## config.mk

```make
export PLATFORM = sky130hd
export DESIGN_NAME = uart_tx_scheduler
export DESIGN_NICKNAME = d
export VERILOG_FILES = /design/src/rtl/uart_pkg.sv /design/src/rtl/sync_fifo.sv /design/src/rtl/uart_tx_scheduler.sv
export SDC_FILE = /design/constraint.sdc
export NUM_CORES = 1
export LEC_CHECK = 0
export ABC_CLOCK_PERIOD_IN_PS = 2500
export CORE_UTILIZATION = 48
export CTS_CLUSTER_SIZE = 10
export DETAILED_ROUTE_END_ITERATION = 16
export PLACE_DENSITY = 0.76
export SLEW_MARGIN = 15
export SYNTH_ARGS = -nofsm -noshare
export SYNTH_HDL_FRONTEND = slang
export SYNTH_SLANG_ARGS = --single-unit
```

## constraint.sdc

```tcl
create_clock -name clk -period 2.5 [get_ports clk]
set_input_delay 0.5 -clock clk [delete_from_list [all_inputs] [get_ports clk]]
set_output_delay 0.5 -clock clk [all_outputs]
set_load 0.01 [all_outputs]
```

## src/rtl/uart_pkg.sv

```systemverilog
// Shared types and constants for the UART transmit scheduler.
// Covers the FSM state encoding, the grant encoding and the byte width.
package uart_pkg;

    localparam int BYTE_W = 8;

    typedef enum logic [1:0] {
        ST_IDLE      = 2'd0,
        ST_REQ       = 2'd1,
        ST_WAIT_DONE = 2'd2
    } state_e;

    typedef enum logic {
        GRANT_ECHO = 1'b0,
        GRANT_WORD = 1'b1
    } grant_e;

endpackage

```

## src/rtl/sync_fifo.sv

```systemverilog
// Small synchronous FIFO. The read data comes straight from the storage registers.
// A push while full is dropped unless a pop happens in the same cycle.
module sync_fifo #(
    parameter int WIDTH = 8,
    parameter int DEPTH = 4,
    parameter int CW    = $clog2(DEPTH + 1)
) (
    input  logic             clk,
    input  logic             reset,
    input  logic             push,
    input  logic [WIDTH-1:0] wr_data,
    input  logic             pop,
    output logic [WIDTH-1:0] rd_data,
    output logic             full,
    output logic             empty,
    output logic             drop,
    output logic [CW-1:0]    count
);
    localparam int AW = $clog2(DEPTH);
    localparam logic [CW-1:0] FULL_CNT = CW'(DEPTH);

    logic [WIDTH-1:0] mem_q [DEPTH];
    logic [WIDTH-1:0] mem_d [DEPTH];
    logic [AW-1:0]    wr_ptr_q, wr_ptr_d;
    logic [AW-1:0]    rd_ptr_q, rd_ptr_d;
    logic [CW-1:0]    count_q, count_d;
    logic             push_ok, pop_ok;

    assign full    = (count_q == FULL_CNT);
    assign empty   = (count_q == '0);
    assign pop_ok  = pop && !empty;
    assign push_ok = push && (!full || pop_ok);
    assign drop    = push && !push_ok;
    assign rd_data = mem_q[rd_ptr_q];
    assign count   = count_q;

    always_comb begin
        mem_d    = mem_q;
        wr_ptr_d = wr_ptr_q;
        rd_ptr_d = rd_ptr_q;
        count_d  = count_q;
        if (push_ok) begin
            mem_d[wr_ptr_q] = wr_data;
            wr_ptr_d        = wr_ptr_q + 1'b1;
        end
        if (pop_ok) begin
            rd_ptr_d = rd_ptr_q + 1'b1;
        end
        case ({push_ok, pop_ok})
            2'b10:   count_d = count_q + CW'(1);
            2'b01:   count_d = count_q - CW'(1);
            default: count_d = count_q;
        endcase
    end

    always_ff @(posedge clk) begin
        mem_q <= mem_d;
        if (reset) begin
            wr_ptr_q <= '0;
            rd_ptr_q <= '0;
            count_q  <= '0;
        end else begin
            wr_ptr_q <= wr_ptr_d;
            rd_ptr_q <= rd_ptr_d;
            count_q  <= count_d;
        end
    end

endmodule

```

## src/rtl/uart_tx_scheduler.sv

```systemverilog
// Shares one UART transmitter between the echo FIFO and the 16-bit word path.
// Round-robin grant; a word goes out low byte then high byte with no echo in between.
module uart_tx_scheduler
    import uart_pkg::*;
#(
    parameter int ECHO_DEPTH = 4,
    parameter int CW         = $clog2(ECHO_DEPTH + 1)
) (
    input  logic          clk,
    input  logic          reset,
    input  logic [7:0]    rx_data,
    input  logic          rx_valid,
    input  logic [15:0]   word_data,
    input  logic          word_valid,
    output logic          word_ready,
    output logic [7:0]    tx_data,
    output logic          tx_start,
    input  logic          tx_busy,
    output logic [CW-1:0] echo_count,
    output logic          echo_overflow,
    output logic [7:0]    last_byte
);
    state_e              state_q, state_d;
    grant_e              last_grant_q, last_grant_d;
    logic                tx_start_q, tx_start_d;
    logic [BYTE_W-1:0]   tx_data_q, tx_data_d;
    logic [BYTE_W-1:0]   last_byte_q, last_byte_d;
    logic                phase_q, phase_d;
    logic                hi_q, hi_d;
    logic                word_full_q, word_full_d;
    logic [15:0]         word_q, word_d;
    logic                overflow_q, overflow_d;

    logic                fifo_pop, fifo_empty, fifo_full, fifo_drop;
    logic [BYTE_W-1:0]   fifo_rd;
    logic                echo_pend, word_pend, grant_word;

    sync_fifo #(
        .WIDTH (BYTE_W),
        .DEPTH (ECHO_DEPTH),
        .CW    (CW)
    ) u_echo_fifo (
        .clk     (clk),
        .reset   (reset),
        .push    (rx_valid),
        .wr_data (rx_data),
        .pop     (fifo_pop),
        .rd_data (fifo_rd),
        .full    (fifo_full),
        .empty   (fifo_empty),
        .drop    (fifo_drop),
        .count   (echo_count)
    );

    assign echo_pend  = !fifo_empty;
    assign word_pend  = word_full_q;
    assign grant_word = word_pend && (!echo_pend || (last_grant_q == GRANT_ECHO));

    always_comb begin
        state_d      = state_q;
        last_grant_d = last_grant_q;
        tx_start_d   = tx_start_q;
        tx_data_d    = tx_data_q;
        last_byte_d  = last_byte_q;
        phase_d      = phase_q;
        hi_d         = hi_q;
        word_full_d  = word_full_q;
        word_d       = word_q;
        overflow_d   = overflow_q | fifo_drop;
        fifo_pop     = 1'b0;

        if (word_valid && !word_full_q) begin
            word_full_d = 1'b1;
            word_d      = word_data;
        end

        case (state_q)
            ST_IDLE: begin
                // tx_busy here may be a leftover frame from before reset; just wait it out
                if (!tx_busy && (echo_pend || word_pend)) begin
                    if (grant_word) begin
                        tx_data_d    = word_q[7:0];
                        phase_d      = 1'b1;
                        last_grant_d = GRANT_WORD;
                    end else begin
                        tx_data_d    = fifo_rd;
                        fifo_pop     = 1'b1;
                        last_grant_d = GRANT_ECHO;
                    end
                    last_byte_d = tx_data_d;
                    tx_start_d  = 1'b1;
                    state_d     = ST_REQ;
                end
            end
            ST_REQ: begin
                if (tx_busy) begin
                    tx_start_d = 1'b0;
                    state_d    = ST_WAIT_DONE;
                end
            end
            ST_WAIT_DONE: begin
                if (!tx_busy) begin
                    if (phase_q) begin
                        tx_data_d   = word_q[15:8];
                        last_byte_d = word_q[15:8];
                        phase_d     = 1'b0;
                        hi_d        = 1'b1;
                        tx_start_d  = 1'b1;
                        state_d     = ST_REQ;
                    end else begin
                        if (hi_q) begin
                            word_full_d = 1'b0;
                            hi_d        = 1'b0;
                        end
                        state_d = ST_IDLE;
                    end
                end
            end
            default: begin
                tx_start_d = 1'b0;
                state_d    = ST_IDLE;
            end
        endcase
    end

    always_ff @(posedge clk) begin
        if (reset) begin
            state_q      <= ST_IDLE;
            last_grant_q <= GRANT_WORD;
            tx_start_q   <= 1'b0;
            tx_data_q    <= '0;
            last_byte_q  <= '0;
            phase_q      <= 1'b0;
            hi_q         <= 1'b0;
            word_full_q  <= 1'b0;
            word_q       <= '0;
            overflow_q   <= 1'b0;
        end else begin
            state_q      <= state_d;
            last_grant_q <= last_grant_d;
            tx_start_q   <= tx_start_d;
            tx_data_q    <= tx_data_d;
            last_byte_q  <= last_byte_d;
            phase_q      <= phase_d;
            hi_q         <= hi_d;
            word_full_q  <= word_full_d;
            word_q       <= word_d;
            overflow_q   <= overflow_d;
        end
    end

    assign tx_start      = tx_start_q;
    assign tx_data       = tx_data_q;
    assign last_byte     = last_byte_q;
    assign word_ready    = !word_full_q;
    assign echo_overflow = overflow_q;

endmodule

```

=== Word-level counts from Yosys, hierarchy flattened ===
Cells that the tools add are included.

* Add/subtract/negate cells: 4
* $mul: 0
* Divide/modulo/power cells: 0
* Order comparisons: 3
* Equal/unequal tests: 10
* Shift operators: 0
* Mux-type cells: 36
* Bitwise logic cells: 5
* Reduce and logical (&&, ||, !) cells: 25

{| class="wikitable"
|+ Operators by type and width
! operator !! number
|-
| 2-to-1 mux 8 bit || 7
|-
| bitwise mux 32 bit || 1
|-
| 2-to-1 mux 1 bit || 18
|-
| binary-select mux 8 bit (select 2 bit) || 1
|-
| demux 8 bit (select 2 bit) || 1
|-
| case mux 8 bit (2 select lines) || 1
|-
| AND reduction 4 bit || 3
|-
| != test 2 bit, second input constant || 5
|-
| logical AND 1 bit || 7
|-
| greater-or-equal comparator 3 bit, second input constant || 2
|-
| 2-to-1 mux 2 bit || 3
|-
| NOT 2 -> 3 bit || 2
|-
| case mux 2 bit (3 select lines) || 1
|-
| case mux 3 bit (2 select lines) || 1
|-
| logical NOT 1 bit || 5
|-
| adder 2 x 1 -> 2 bit, second input constant || 2
|-
| == test 2 x 1 -> 1 bit, second input constant || 2
|-
| == test 2 bit, second input constant || 2
|-
| AND reduction 2 bit || 2
|-
| nonzero test 2 bit || 2
|-
| adder 3 x 1 -> 3 bit, second input constant || 1
|-
| == test 3 bit, second input constant || 1
|-
| logical NOT 3 bit || 1
|-
| logical OR 1 bit || 3
|-
| other kinds (8) || 9
|}

* Flip-flop bits (word level): 71
* Latch bits: 0
* Bits in writable memories: 0
* Memory bits (read-only): 0
* Bits of input ports: 29
* Output and inout bits: 22
* Word-level logic and storage cells: 99
* Memories: 0

=== Depth between registers and ports, before layout ===
Gate-level depths: netlist of run 1.

* Word-level depth: 12
* Depth in mapped cells: 11
* Depth with buffers taken out: 10

=== By module ===
A second synthesis of run 1 with hierarchy kept.

* Cells, all modules: 271
* Area total of the unflattened synthesis: 3116.7 µm²

{| class="wikitable"
|+ Modules (own cells, without submodules)
! module !! times used !! cells an instance !! area each (µm²)
|-
| sync_fifo || 1 || 94 || 1615.3
|-
| uart_tx_scheduler || 1 || 177 || 1501.4
|}

=== Worst setup path before layout of run 1 ===
No wires, ideal clock.

* Kind: input to register
* Start point: in tx_busy
* End point: reg u_echo_fifo.count_q[2] (netlist: u_echo_fifo.count[2])
* Setup time: 0.070 ns
* Arrival: 2.354 ns
* Required time: 2.430 ns
* Slack: 0.076 ns
* Stages on the path: 8
* Cell sequence: or3_1 > a211oi_4 > ha_1 > inv_1 > fa_1 > xor2_1 > or3_1 > a21oi_1

* Longest elaborated chain between the ends: 9
* Elaborated cells on any way between the ends: 11
* Those cells by class: eq/ne: 2; mux: 3; reduce/logical: 6

{| class="wikitable"
|+ RTL lines
! element !! RTL line !! source
|-
| from (decl) || uart_tx_scheduler.sv:18 || <nowiki>input logic tx_busy,</nowiki>
|-
| logical NOT 1 bit * || n/a ||
|-
| logical AND 1 bit * || uart_tx_scheduler.sv:80 || <nowiki>if (!tx_busy && (echo_pend || word_pend)) begin</nowiki>
|-
| 2-to-1 mux 1 bit * || uart_tx_scheduler.sv:80 ||
|-
| 2-to-1 mux 1 bit * || uart_tx_scheduler.sv:77 || <nowiki>case (state_q)</nowiki>
|-
| logical AND 1 bit * || sync_fifo.sv:31 || <nowiki>assign pop_ok = pop && !empty;</nowiki>
|-
| named net u_echo_fifo.pop_ok || sync_fifo.sv:27 || <nowiki>logic push_ok, pop_ok;</nowiki>
|-
| logical OR 1 bit || sync_fifo.sv:32 || <nowiki>assign push_ok = push && (!full || pop_ok);</nowiki>
|-
| logical AND 1 bit || sync_fifo.sv:32 ||
|-
| == test 2 x 1 -> 1 bit / == test 2 bit (equally long branches) || sync_fifo.sv:49 || <nowiki>case ({push_ok, pop_ok})</nowiki>
|-
| case mux 3 bit (2 select lines) / nonzero test 2 bit (equally long branches) || n/a ||
|-
| to (signal assigned) || sync_fifo.sv:65 || <nowiki>count_q <= count_d;</nowiki>
|-
| to (decl) || sync_fifo.sv:26 || <nowiki>logic [CW-1:0] count_q, count_d;</nowiki>
|}

Mark *: on every way through the listed nets, which the timed path passes. The rest lies on a longest branch.
A chain may end at the register's enable or synchronous reset.

=== Worst setup path after layout of run 1 ===
* Start point: reg u_echo_fifo.count_q[0] (netlist: u_echo_fifo.count[0])
* End point: reg u_echo_fifo.count_q[2] (netlist: u_echo_fifo.count[2])

* Longest elaborated chain between the ends: 11
* Elaborated cells on any way between the ends: 20
* Those cells by class: add/sub: 2; eq/ne: 3; mux: 4; reduce/logical: 11

{| class="wikitable"
|+ RTL lines
! element !! RTL line !! source
|-
| logical NOT 3 bit || sync_fifo.sv:30 || <nowiki>assign empty = (count_q == '0);</nowiki>
|-
| logical OR 1 bit / logical NOT 1 bit (equally long branches) || uart_tx_scheduler.sv:57, sync_fifo.sv:31, uart_tx_scheduler.sv:55 ||
|-
| logical AND 1 bit / logical OR 1 bit (equally long branches) || uart_tx_scheduler.sv:57, uart_tx_scheduler.sv:80 ||
|-
| 2-to-1 mux 1 bit / logical AND 1 bit (equally long branches) || uart_tx_scheduler.sv:81, uart_tx_scheduler.sv:80 ||
|-
| 2-to-1 mux 1 bit || uart_tx_scheduler.sv:80 ||
|-
| 2-to-1 mux 1 bit || uart_tx_scheduler.sv:77 ||
|-
| logical AND 1 bit || sync_fifo.sv:31 ||
|-
| logical OR 1 bit || sync_fifo.sv:32 ||
|-
| logical AND 1 bit || sync_fifo.sv:32 ||
|-
| == test 2 x 1 -> 1 bit / == test 2 bit (equally long branches) || sync_fifo.sv:49 ||
|-
| case mux 3 bit (2 select lines) / nonzero test 2 bit (equally long branches) || n/a ||
|}

Parallel ways exist; a longest one is shown, timed or not.

==> flow_summary_export.csv, run 1 <==
group,metric,value,unit
outcome,status,"finished clean",
final_layout,final_common_cell,"clkdlybuf4s50_1",
final_layout,area_growth_syn_to_layout,26.43,%
worst_setup_path,r2r_cells,10,
final_layout,final_nets,358,
cts,cts_buffers,9,
worst_setup_path,end_kind,"register",
global_routing,grt_pass1_wl,9535,um
placement,dp.cells,387,
worst_setup_path,r2r-end,"u_echo_fifo.count[2]",
placement,numPortBuffers,50,
synth,ys_types,45,
pwr,power_frac_seq,41.9,%
placement,place.gp.congestion,0.7385,
die,core_region_area,6061,sq um
timing,final_max_slew_viol_count,0,
global_routing,grt_usage,19.45,%
worst_setup_path,path_buf_inv,2,
die,die_h,82.37,um
worst_setup_path,r2r_start,"u_echo_fifo.count[0]",
synth,synth_warnings,0,
pwr,combPwrFrac,31.5,%
worst_setup_path,cp-start-kind,"register",
pwr,ir_worst_vdd,0.4740,mV
timing,hold_viol_final,0,
pwr,switchingPower,1.067,mW
worst_setup_path,cpPeakStageDelay,0.40,ns
routing,routed_wl,5876,um
global_routing,first_global_vias,2015,
worst_setup_path,arrival,2.60,ns
die,die_w,82.37,um
synth,syn-num-nets,297,
final_layout,fin_cells,403,
die,start_util,51.16,%
synth,synth_enable_flop_cells,32,
worst_setup_path,rrSetupSlack,0.18,ns
cts,worstSkewPairLatency,0.35,ns
timing,tns,0,ns
die,num_rows,28,
final_layout,fillerInstances,473,
routing,vias,2129,
routing,postRouteAntennaNets,0,
global_routing,antenna_found_initial,0,
routing,via_per_inst,5.283,
cts,clk_pin_slew_worst_paths,0.08,ns
worst_setup_path,cp_num_cells,10,
synth,avgSynthCellArea,11.83,sq um
worst_setup_path,crit_start,"u_echo_fifo.count[0]",
timing,period_minus_slack,2.316,ns
synth,ys_seq_area_share,56.17,%
job,max-cap-violations,0,
timing,finalClockSkew,0.007198,ns
cts,cts.sinks,71,
placement,pre_cts_ws,-0.3411,ns
timing,tightest_slew,0.5603,ns
routing,drc,0,
pwr,switching_share,30.58,%
synth,ys.flop_type,"dfxtp_1",
worst_setup_path,required,2.78,ns
die,io_pins,51,
synth,syn_area,3100,sq um
global_routing,overflow,0,
die,die-area,6785,sq um
pwr,power_density,889.7,nW/um^2
timing,layout_setup_ws,0.1841,ns
hold_path,hold_class,"reg2reg",
final_layout,diodes,0,
placement,hpwl,4237,um
worst_setup_path,worst-path-max-fanout,6,
timing,fmax,431.8,MHz
pwr,p_int,2.421,mW
pwr,power.clock.fraction,26.6,%
timing,relSlewSlack,62.56,%
routing,dr.pass1.iters,4,
cts,postCtsSetupBuffers,0,
synth,ys_ff_latch,71,
pwr,power,3.487,mW
timing,fin_crit_sh,92.64,%
cts,ctsHoldBuffers,0,
worst_setup_path,path_cells,"nor2_1 > o211a_1 > nor2_1 > inv_1 > ha_2 > inv_1 > fa_2 > xor2_1 > or3_1 > a21oi_1",
cts,cts_tree,"built",
routing,wl_per_cell,14.58,um
cts,htreeDepth,3,
pwr,leakage,1.467,nW
timing,setup_viol,0,
global_routing,grt_max_degree,32,
synth,synthCells,262,
routing,drtIter0Drc,49,
worst_setup_path,critPathSlowestCell,"dfxtp_1",
worst_setup_path,cp-endpoint,"u_echo_fifo.count[2]",
worst_setup_path,critical_path_class,"reg2reg",
final_layout,mostFrequentLayoutCells,"clkdlybuf4s50_1 (49), dfxtp_1 (39), nand2_1 (33)",
worst_setup_path,cp_top_family,"simple AND/OR/NAND/NOR gates",
cts,cts.path.max_buffers,2,
synth,async_reset_ff_share,0,%
timing,rsz0062_at_grt,"false",
cts,cts_root_buf,"clkbuf_8",
final_layout,drive_above_1_share,18.29,%
final_layout,finish.utilization,64.68,%
cts,cts_resized,0,
## worst register-to-register path, cell delays in order (launching register included)
cell	delay (ns)
dfxtp_1	0.40
nor2_1	0.36
o211a_1	0.24
nor2_1	0.05
inv_1	0.05
ha_2	0.17
inv_1	0.05
fa_2	0.33
xor2_1	0.17
or3_1	0.31
a21oi_1	0.14
## worst min-delay path by stage
stage / start / end / slack [ns] / cells after the start
floorplan: hi_q / word_full_q / 0.43 / 1
global placement: echo_overflow / echo_overflow / 0.43 / 2
detailed placement: echo_overflow / echo_overflow / 0.44 / 2
CTS: echo_overflow / echo_overflow / 0.45 / 2
global route: word_q[13] / word_q[13] / 0.47 / 2
finish: echo_overflow / echo_overflow / 0.45 / 2
## cells by family (layout without fill, tap and decap cells)
logic type | count (synthesis) | count (layout) | share of synthesized area [%]
flops | 71 | 71 | 56.17
fa+ha+maj | 6 | 6 | 2.663
simple gates | 74 | 74 | 11.90
buf+inv | 35 | 101 | 6.699
compound gates | 63 | 63 | 15.17
xor+xnor | 4 | 4 | 1.130
mux | 9 | 9 | 6.255
## final cells by class
type | count | area [sq um] | area share (%)
clock buffers | 9 | 123.9 | 3.160
inverters | 12 | 45.04 | 1.149
flip-flops and latches | 71 | 1742 | 44.43
well taps | 75 | 93.84 | 2.394
repair buffers | 73 | 675.6 | 17.24
multi-input cells | 156 | 1161 | 29.62
clock inverters | 7 | 78.83 | 2.011
## per-stage QoR
step           instance area [sq um]  hold WS [ns]
6_report                        3920        0.4474
5_1_grt                         3920        0.4729
4_1_cts                         3908        0.4488
3_5_place_dp                    3705        0.4376
3_3_place_gp                    3705        0.4331
2_1_floorplan                   3100        0.4263
## power by group through the flow
stage | sequential (mW) | combinational (mW) | clock, mW
2_1_floorplan | 1.49 | 0.718 | 0
3_3_place_gp | 1.48 | 1.06 | 0
3_5_place_dp | 1.49 | 1.09 | 0
4_1_cts | 1.46 | 1.09 | 0.947
5_1_grt | 1.48 | 1.21 | 0.998
6_report | 1.46 | 1.10 | 0.929
## flip-flops by register name, indices dropped and copies added, names as in the netlist
register and flops:
echo_overflow 1, hi_q 1, last_byte 8, last_grant_q 1, phase_q 1, state_q 2
tx_start 1, u_echo_fifo.count 3, u_echo_fifo.mem_q 32, u_echo_fifo.rd_ptr_q 2, u_echo_fifo.wr_ptr_q 2, word_full_q 1
word_q 16
## cells in the mapped netlist, types with 2 or more instances
| cell type | instances | area (sq um) |
|---|---|---|
| a211o_1 | 8 | 70.07 |
| a21boi_0 | 8 | 60.06 |
| a21oi_1 | 25 | 125.1 |
| a32o_1 | 8 | 80.08 |
| and3_1 | 4 | 25.02 |
| buf_4 | 10 | 75.07 |
| buf_6 | 5 | 56.30 |
| clkbuf_1 | 7 | 26.28 |
| dfxtp_1 | 39 | 780.8 |
| edfxtp_1 | 32 | 960.9 |
| ha_1 | 5 | 62.56 |
| inv_1 | 12 | 45.04 |
| mux4_2 | 7 | 157.7 |
| nand2_1 | 33 | 123.9 |
| nand2b_1 | 3 | 18.77 |
| nand3_1 | 2 | 10.01 |
| nor2_1 | 12 | 45.04 |
| nor2b_1 | 3 | 18.77 |
| nor3_1 | 3 | 15.01 |
| o21ai_0 | 4 | 20.02 |
| or2b_2 | 5 | 43.79 |
| or3_1 | 2 | 12.51 |
| xnor2_1 | 2 | 17.52 |
| xor2_1 | 2 | 17.52 |
## per-layer routing
metal	track usage, %	share of wire (%)	wire length (um)	vias to the layer above
li1	-	-	-	1053
met1	25.20	44	2610	1000
met2	30.74	48	2836	64
met3	4.066	5.4	315	12
met4	10.00	1.9	112	0
met5	0	0	0	-
Note: power is estimated with default switching activity, not from simulation.
==> run 2: changes to the inputs <==
- CORE_UTILIZATION: 48 -> 35
- PLACE_DENSITY: 0.76 -> default
==> flow_summary_export.csv, run 2 (synthesis gave the netlist of run 1 again) <==
group,metric,value,unit
outcome,status,"finished clean",
final_layout,fillerInstances,781,
die,die_w,96.12,um
routing,drtIter0Drc,74,
global_routing,antenna_found_initial,0,
job,max-cap-violations,0,
die,io_pins,51,
cts,cts.sinks,71,
final_layout,area_growth_syn_to_layout,30.91,%
pwr,switching_share,28.83,%
cts,cts_root_buf,"clkbuf_8",
pwr,p_int,2.652,mW
global_routing,overflow,0,
final_layout,final_common_cell,"clkdlybuf4s50_1",
worst_setup_path,required,2.79,ns
global_routing,grt_usage,14.99,%
routing,dr.pass1.iters,4,
pwr,power_frac_seq,38.6,%
placement,place.gp.congestion,0.7411,
pwr,ir_worst_vdd,0.4420,mV
final_layout,diodes,0,
final_layout,final_nets,362,
timing,finalClockSkew,0.004531,ns
final_layout,largest-register,"u_echo_fifo.mem_q",
cts,worstSkewPairLatency,0.34,ns
routing,via_per_inst,4.911,
cts,cts_tree,"built",
timing,period_minus_slack,2.342,ns
worst_setup_path,end_kind,"register",
final_layout,stdcell_area,4059,sq um
final_layout,finish.utilization,48.43,%
worst_setup_path,cpPeakStageDelay,0.37,ns
cts,clk_pin_slew_worst_paths,0.08,ns
global_routing,grt_pass1_wl,10160,um
timing,rsz0062_at_grt,"false",
placement,place_area,3790,sq um
die,die-area,9239,sq um
die,num_rows,33,
timing,relSlewSlack,64.86,%
pwr,leakage,1.508,nW
placement,hpwl,4466,um
die,die_h,96.12,um
worst_setup_path,critical_path_class,"reg2reg",
worst_setup_path,cp-start-kind,"register",
final_layout,mostFrequentLayoutCells,"clkdlybuf4s50_1 (49), dfxtp_1 (39), nand2_1 (33)",
die,start_util,36.99,%
final_layout,drive_above_1_share,19.58,%
worst_setup_path,path_cells,"nor2b_1 > o211a_1 > nor2_1 > inv_1 > ha_2 > inv_1 > fa_2 > xor2_1 > or3_1 > a21oi_2",
placement,numPortBuffers,50,
routing,postRouteAntennaNets,0,
global_routing,first_global_vias,2049,
pwr,power.clock.fraction,29.8,%
pwr,power_density,918.3,nW/um^2
routing,drc,0,
cts,cts.path.max_buffers,2,
timing,final_max_slew_viol_count,0,
timing,hold_viol_final,0,
timing,timing.hold.ws,0.4539,ns
die,core_region_area,8382,sq um
global_routing,grt_max_degree,19,
cts,cts_buffers,9,
timing,tightest_slew,0.5258,ns
timing,fin_crit_sh,93.68,%
worst_setup_path,critPathSlowestCell,"nor2b_1",
worst_setup_path,arrival,2.63,ns
timing,setup_viol,0,
timing,fmax,427.0,MHz
worst_setup_path,cp_common_cell,"inv_1",
pwr,switchingPower,1.075,mW
worst_setup_path,path_buf_inv,2,
routing,vias,2146,
pwr,combPwrFrac,31.6,%
worst_setup_path,cp_top_family,"simple AND/OR/NAND/NOR gates",
routing,routed_wl,6285,um
cts,ctsHoldBuffers,0,
routing,wl_per_cell,14.38,um
final_layout,largest_reg_flops,32,
worst_setup_path,worst-path-max-fanout,4,
hold_path,hold_class,"reg2reg",
cts,htreeDepth,3,
-- run 2: cell type report --
type	count	area, sq um	area share [%]
Multi-Input combinational cell	156	1165	28.70
Tap cell	105	131.4	3.237
Clock inverter	7	121.4	2.990
Clock buffer	9	123.9	3.052
Timing Repair Buffer	77	730.7	18.00
Sequential cell	71	1742	42.91
Inverter	12	45.04	1.110
-- run 2: final timing paths --
path,slack [ns],depth (start not counted),start,end
max,0.16,10,word_full_q,u_echo_fifo.count[2]
min,0.45,2,echo_overflow,echo_overflow
max reg2reg,0.16,10,word_full_q,u_echo_fifo.count[2]
min reg2reg,0.45,2,echo_overflow,echo_overflow
-- run 2: worst min-delay path: cells and delay by family, from the launching register on --
kind / cells / cell delay (ns)
AO/OA/AOI/OAI: 1 / 0.05
buffers and inverters: 1 / 0.05
flip-flops: 1 / 0.32
-- run 2: layer usage --
| layer | wire length (um) | up-vias | share of wire [%] | GRT usage [%] |
|---|---|---|---|---|
| met5 | 0 | - | 0 | 0 |
| met4 | 62 | 0 | 0.99 | 5.597 |
| met3 | 299 | 7 | 4.8 | 4.423 |
| met2 | 3008 | 48 | 48 | 23.94 |
| met1 | 2915 | 1030 | 46 | 19.13 |
| li1 | - | 1061 | - | - |
-- run 2: power groups by stage --
stage          Clock [mW]  Sequential, mW  Combinational, mW
2_1_floorplan           0            1.49              0.718
3_3_place_gp            0            1.46               1.15
5_1_grt              1.19            1.46               1.31
4_1_cts              1.14            1.44               1.17
3_5_place_dp            0            1.47               1.16
6_report             1.11            1.44               1.18
-- run 2: repair_timing --
action,in CTS,in global routing
setup buffers,0,1
hold endpoints to repair,0,0
gates resized for setup,0,5
setup endpoints to repair,0,2
-- run 2: stage by stage --
| step | power (mW) | setup slack (ns) | setup TNS, ns | instances |
|---|---|---|---|---|
| after floorplan | 2.210 | 0.07605 | 0 | 262 |
| after global placement | 2.611 | -0.2855 | -0.3845 | 420 |
| after detailed placement | 2.631 | -0.3504 | -0.5341 | 420 |
| after CTS | 3.756 | 0.007644 | 0 | 436 |
| after global routing | 3.965 | 0.01148 | 0 | 437 |
| final | 3.727 | 0.1579 | 0 | 437 |
==> run 3: changes to the inputs <==
- CTS_CLUSTER_DIAMETER: default -> 40
==> results of run 3 <==
The final DEF is identical to that of run 2; final timing and power are the same.
